$ cat src/rtl/udp_header_splitter.sv
// udp_header_splitter: splits a 64-bit UDP datagram stream into a single-beat
// header stream (tagged with the destination port) and a payload stream that
// is trimmed to the UDP length. Malformed datagrams are dropped and counted.
module udp_header_splitter #(
    parameter int TRUNCATE_EN = 1,
    parameter int CNT_WIDTH   = 16
) (
    input  logic                 aclk,
    input  logic                 rst,
    input  logic [63:0]          s_udp_tdata,
    input  logic [7:0]           s_udp_tkeep,
    input  logic                 s_udp_tlast,
    input  logic                 s_udp_tvalid,
    output logic                 s_udp_tready,
    output logic [63:0]          m_udphdr_tdata,
    output logic [15:0]          m_udphdr_tdest,
    output logic                 m_udphdr_tvalid,
    input  logic                 m_udphdr_tready,
    output logic [63:0]          m_udpdata_tdata,
    output logic [7:0]           m_udpdata_tkeep,
    output logic                 m_udpdata_tlast,
    output logic                 m_udpdata_tvalid,
    input  logic                 m_udpdata_tready,
    output logic [CNT_WIDTH-1:0] good_count,
    output logic [CNT_WIDTH-1:0] drop_count,
    output logic                 short_pkt
);

    localparam logic [1:0] ST_HDR     = 2'd0;
    localparam logic [1:0] ST_PAY     = 2'd1;
    localparam logic [1:0] ST_EMPTY   = 2'd2;
    localparam logic [1:0] ST_DISCARD = 2'd3;

    logic [1:0]  state;
    logic [15:0] rem_bytes;   // payload bytes still owed to the current datagram
    logic        frame_open;  // header beat of the current datagram had no tlast

    logic [15:0] udp_len;
    logic [3:0]  beat_bytes;
    logic        pslot_free;
    logic        hslot_free;
    logic        in_fire;
    logic        hdr_bad;
    logic        trim_hit;
    logic [8:0]  trim_mask;

    // UDP length is big-endian in header bytes 4..5
    assign udp_len    = {s_udp_tdata[39:32], s_udp_tdata[47:40]};
    assign beat_bytes = 4'($countones(s_udp_tkeep));
    assign pslot_free = !m_udpdata_tvalid || m_udpdata_tready;
    assign hslot_free = !m_udphdr_tvalid || m_udphdr_tready;
    assign in_fire    = s_udp_tvalid && s_udp_tready;
    assign hdr_bad    = (s_udp_tkeep != 8'hFF) || (udp_len < 16'd8);
    // When the trim fires, rem_bytes is 1..8, so its low nibble is enough
    assign trim_hit   = (TRUNCATE_EN != 0) && (rem_bytes <= {12'd0, beat_bytes});
    assign trim_mask  = (9'd1 << rem_bytes[3:0]) - 9'd1;

    // Input ready depends on which output the current state feeds
    always_comb begin
        // NOTE: default assignment first so no path leaves the output unassigned (no latch).
        s_udp_tready = 1'b0;
        case (state)
            ST_HDR:     s_udp_tready = hslot_free;
            ST_PAY:     s_udp_tready = pslot_free;
            ST_EMPTY:   s_udp_tready = 1'b0;
            ST_DISCARD: s_udp_tready = 1'b1;
            default:    s_udp_tready = 1'b0;
        endcase
    end

    // Parser FSM, output registers and statistics
    always_ff @(posedge aclk) begin
        if (rst) begin
            // NOTE: only control state is reset; data registers are qualified by tvalid.
            state            <= ST_HDR;
            rem_bytes        <= 16'd0;
            frame_open       <= 1'b0;
            m_udphdr_tvalid  <= 1'b0;
            m_udpdata_tvalid <= 1'b0;
            good_count       <= '0;
            drop_count       <= '0;
            short_pkt        <= 1'b0;
        end else begin
            // NOTE: non-blocking assignments; later statements in this block override earlier ones.
            short_pkt <= 1'b0;
            if (m_udphdr_tready)  m_udphdr_tvalid  <= 1'b0;
            if (m_udpdata_tready) m_udpdata_tvalid <= 1'b0;

            case (state)
                ST_HDR: begin
                    if (in_fire) begin
                        if (hdr_bad) begin
                            drop_count <= drop_count + CNT_WIDTH'(1);
                            state      <= s_udp_tlast ? ST_HDR : ST_DISCARD;
                        end else begin
                            m_udphdr_tdata  <= s_udp_tdata;
                            m_udphdr_tdest  <= {s_udp_tdata[23:16], s_udp_tdata[31:24]};
                            m_udphdr_tvalid <= 1'b1;
                            good_count      <= good_count + CNT_WIDTH'(1);
                            rem_bytes       <= udp_len - 16'd8;
                            frame_open      <= !s_udp_tlast;
                            if (s_udp_tlast || ((TRUNCATE_EN != 0) && (udp_len == 16'd8))) begin
                                state     <= ST_EMPTY;
                                short_pkt <= s_udp_tlast && (udp_len > 16'd8);
                            end else begin
                                state <= ST_PAY;
                            end
                        end
                    end
                end

                ST_PAY: begin
                    if (in_fire) begin
                        m_udpdata_tdata  <= s_udp_tdata;
                        m_udpdata_tvalid <= 1'b1;
                        if (trim_hit) begin
                            m_udpdata_tkeep <= trim_mask[7:0];
                            m_udpdata_tlast <= 1'b1;
                            state           <= s_udp_tlast ? ST_HDR : ST_DISCARD;
                        end else begin
                            m_udpdata_tkeep <= s_udp_tkeep;
                            m_udpdata_tlast <= s_udp_tlast;
                            rem_bytes       <= rem_bytes - {12'd0, beat_bytes};
                            if (s_udp_tlast) begin
                                // Without truncation the length is not tracked, so no short report
                                short_pkt <= (TRUNCATE_EN != 0);
                                state     <= ST_HDR;
                            end
                        end
                    end
                end

                ST_EMPTY: begin
                    if (pslot_free) begin
                        m_udpdata_tdata  <= 64'd0;
                        m_udpdata_tkeep  <= 8'd0;
                        m_udpdata_tlast  <= 1'b1;
                        m_udpdata_tvalid <= 1'b1;
                        state            <= frame_open ? ST_DISCARD : ST_HDR;
                    end
                end

                ST_DISCARD: begin
                    if (in_fire && s_udp_tlast) state <= ST_HDR;
                end

                default: state <= ST_HDR;
            endcase
        end
    end

endmodule

$ cat config.mk
export PLATFORM = sky130hd
export DESIGN_NAME = udp_header_splitter
export DESIGN_NICKNAME = d
export VERILOG_FILES = /design/src/rtl/udp_header_splitter.sv
export SDC_FILE = /design/constraint.sdc
export NUM_CORES = 1
export LEC_CHECK = 0
export ABC_AREA = 1
export CELL_PAD_IN_SITES_DETAIL_PLACEMENT = 0
export CELL_PAD_IN_SITES_GLOBAL_PLACEMENT = 1
export CORE_MARGIN = 5
export CORE_UTILIZATION = 36
export CTS_BUF_LIST = sky130_fd_sc_hd__clkbuf_8
export CTS_CLUSTER_DIAMETER = 200
export DETAILED_ROUTE_END_ITERATION = 10
export HOLD_SLACK_MARGIN = 0.15
export PLACE_DENSITY_LB_ADDON = 0.1
export SKIP_LAST_GASP = 1
export SLEW_MARGIN = 0
export SYNTH_ARGS = -nofsm -noshare
export SYNTH_HDL_FRONTEND = slang
export SYNTH_SLANG_ARGS = --single-unit
$ cat constraint.sdc
create_clock -name aclk -period 8.6 [get_ports aclk]
set_clock_uncertainty 0.05 [all_clocks]
set_input_delay 1.72 -clock aclk [delete_from_list [all_inputs] [get_ports aclk]]
set_output_delay 1.72 -clock aclk [all_outputs]
set_load 0.03 [all_outputs]
==> impl_metrics.py <==
metrics = {
    "sta": {
        "hold_violations": 0,
        "rsz0062_at_grt": "no",
        "setup_tns_ns": 0,
        "tightest_slew_ns": 0.913,
        "fin_crit_ns": 5.62,
        "fmax_mhz": 178,
        "holdWs_ns": 0.453,
        "slew_viol_final": 0,
        "setup_viol": 0,
        "fin_crit_sh_pct": 65.3,
        "relSlewSlack_pct": 39.2,
    },
    "drt": {
        "drcViolationCount": 0,
        "routed_wl_um": 24600,
        "postRouteAntennaNets": 0,
        "wl_per_cell_um": 15.8,
        "route.vias.total": 7010,
        "vias_per_cell": 4.50,
        "drt-pass1-iter-count": 5,
        "first_iter_violations": 371,
    },
    "critical_path": {
        "worstPathRequired_ns": 8.94,
        "worstSetupPathType": "in2reg",
        "startpoint_type": "input pin",
        "end_kind": "register",
        "cp-startpoint": "s_udp_tkeep[0]",
        "timing.rr.start": "state[0]",
        "path_max_fanout": 16,
        "worstPathArrival_ns": 5.95,
    },
    "finish": {
        "syn_to_final_growth_pct": 37.0,
        "multi_input_area_mm2": 0.00289,
        "n_fill_cell": 2345,
        "mostFrequentLayoutCell": "clkdlybuf4s50_1",
        "ff_latch_area_mm2": 0.00519,
        "drive_gt1_share_pct": 5.51,
        "fin_nets": 1320,
        "layout_common_cells": "clkdlybuf4s50_1 (266), nor2_1 (166), nand2_1 (157), inv_1 (157), edfxtp_1 (137)",
    },
    "pwr": {
        "p_clk_share_pct": 19.1,
        "cellPowerDensity_mw_per_mm2": 261,
        "peakVddDrop_uv": 199,
        "intPower_mw": 1.87,
        "power.total_mw": 3.19,
        "combPwrFrac_pct": 42.1,
        "power.switching_mw": 1.32,
        "p_sw_share_pct": 41.4,
        "power.static_leakage_nw": 4.81,
        "pwr-share-seq_pct": 38.7,
    },
    "synth": {
        "postSynth.asyncResetShare_pct": 0,
        "syn-mean-instance-area_um2": 9.20,
        "synth_edf_count": 137,
        "seq_area_frac_synth_pct": 58.2,
        "ys_ff_latch": 191,
        "synth_area_leaders": "edfxtp_1 (46%), dfxtp_1 (12%), nor2_1 (7.0%)",
        "netlist.area_leader.share_pct": 46.1,
        "syn_area_mm2": 0.00892,
        "syn_inst": 970,
        "syn_nets": 1069,
        "synth_ff_type": "edfxtp_1",
        "yosysTopAreaCell": "edfxtp_1",
        "yosysWarnings": 0,
        "yosysUniqueCellTypes": 36,
    },
    "global_route": {
        "track_usage_pct": 17.3,
        "grt_start_max_net_pins": 67,
        "grt_pass1_vias": 6688,
        "antenna_found_initial": 1,
        "grt_first_pass_wirelength_um": 38200,
        "grt-ovfl-total": 0,
    },
    "clocking": {
        "cts_max_path_buffers": 2,
        "ctsRootBufferMaster": "clkbuf_8",
        "cts_made_buffers": 17,
        "clk_pin_slew_worst_paths_ns": 0.11,
        "cts_htree_levels": 4,
        "clk_latency_ns": 0.47,
        "cts_resized": 0,
        "tritoncts": "done",
        "clock_sinks": 191,
        "cts_setup_buffers": 0,
        "hold_buffers": 0,
    },
    "floorplan": {
        "io_pins": 267,
        "die_y_um": 167,
        "num_rows": 57,
        "coreArea_mm2": 0.0244,
        "start_util_pct": 36.6,
        "die_w_um": 167,
        "dieArea_mm2": 0.0280,
    },
    "placed_design": {
        "hpwlAfterDp_um": 18200,
        "portBuffers": 266,
        "gp_congestion": 0.792,
    },
    "hold_path": {
        "hp-class": "reg2reg",
        "min-delay-start": "drop_count[13]",
    },
    "run": {
        "drv_cap": 0,
    },
    "status": {
        "status": "finished clean",
    },
}
[registers in the layout, indices dropped and copies added, names as in the netlist]
| register | flops |
|---|---|
| drop_count | 16 |
| frame_open | 1 |
| good_count | 16 |
| m_udpdata_tdata | 64 |
| m_udpdata_tkeep | 8 |
| m_udpdata_tlast | 1 |
| m_udpdata_tvalid | 1 |
| m_udphdr_tdata | 64 |
| m_udphdr_tvalid | 1 |
| rem_bytes | 16 |
| short_pkt | 1 |
| state | 2 |
[worst max-delay path, stage by stage]
cell and delay (ns):
clkdlybuf4s50_1 0.46, fa_1 0.55, inv_1 0.05, fa_1 0.44, fa_1 0.49, inv_1 0.04
ha_1 0.19, fa_1 0.38, xnor2_1 0.14, ha_1 0.40, nand3_2 0.11, nand3_2 0.12
nand2_2 0.08, nand4_1 0.07, nand2_1 0.11, nor2_4 0.33, nand3_1 0.13, a21oi_1 0.13
[layer usage]
layer / vias to the layer above / wire, um / share of wire (%) / track usage (%)
met5: - / 0 / 0 / 0
met2: 203 / 11800 / 48 / 29.8
met3: 13 / 1270 / 5.2 / 3.49
met1: 3181 / 11300 / 46 / 22.7
met4: 0 / 240 / 0.97 / 3.81
li1: 3613 / - / - / -
[cells in the mapped netlist (4+ instances only)]
cell      number
a21oi_1       44
buf_4         17
buf_6          5
clkbuf_1      13
dfxtp_1       54
edfxtp_1     137
fa_1           5
ha_1          16
inv_1        157
nand2_1      157
nand2_2        4
nand3_1       50
nand3_2        5
nand4_1       10
nor2_1       167
nor2_4         6
nor3_1        20
o21ai_0       56
xnor2_1        7
xor2_1        10
[logic make-up after synthesis]
group / after synthesis / synth area share [%]
simple gates: 430 / 20.8
buf+inv: 202 / 9.69
flops: 191 / 58.2
compound gates: 109 / 6.24
fa+ha+maj: 21 / 3.37
xor+xnor: 17 / 1.67
[per-stage QoR]
| stage | setup slack [ns] | util [%] | cell area, um^2 | instances |
|---|---|---|---|---|
| 2_1_floorplan | 0.623 | - | 8920 | 970 |
| 3_3_place_gp | 2.58 | 48.4 | 11800 | 1526 |
| 3_5_place_dp | 2.50 | 48.4 | 11800 | 1526 |
| 4_1_cts | 3.00 | 50.1 | 12200 | 1558 |
| 5_1_grt | 2.73 | 50.1 | 12200 | 1559 |
| 6_report | 2.98 | 50.1 | 12200 | 1559 |
[power by group through the flow]
| stage | registers [mW] | clock network (mW) | logic [mW] |
|---|---|---|---|
| detailed placement | 1.26 | 0 | 1.36 |
| CTS | 1.24 | 0.637 | 1.37 |
| global route | 1.25 | 0.680 | 1.51 |
| global placement | 1.26 | 0 | 1.36 |
| floorplan | 1.44 | 0 | 0.781 |
| finish | 1.24 | 0.609 | 1.34 |
[cell type report]
class                      count  share of cell area (%)
tap                          324                    3.32
multi-input combinational    577                    23.6
timing repair buffer         273                    22.2
antenna                        1                  0.0205
sequential                   191                    42.5
clock buffer                  17                    1.91
clock inverter                15                    1.49
inverter                     161                    4.95
[path summary, 6_finish.rpt]
check	to	slack, ns	cells past startpoint
hold / removal	drop_count[13]	0.45	2
hold reg to reg	drop_count[13]	0.45	2
setup reg to reg	m_udpdata_tdata[46]	5.36	7
setup / recovery	rem_bytes[9]	2.98	18
Power figures use the tool's default switching activity.
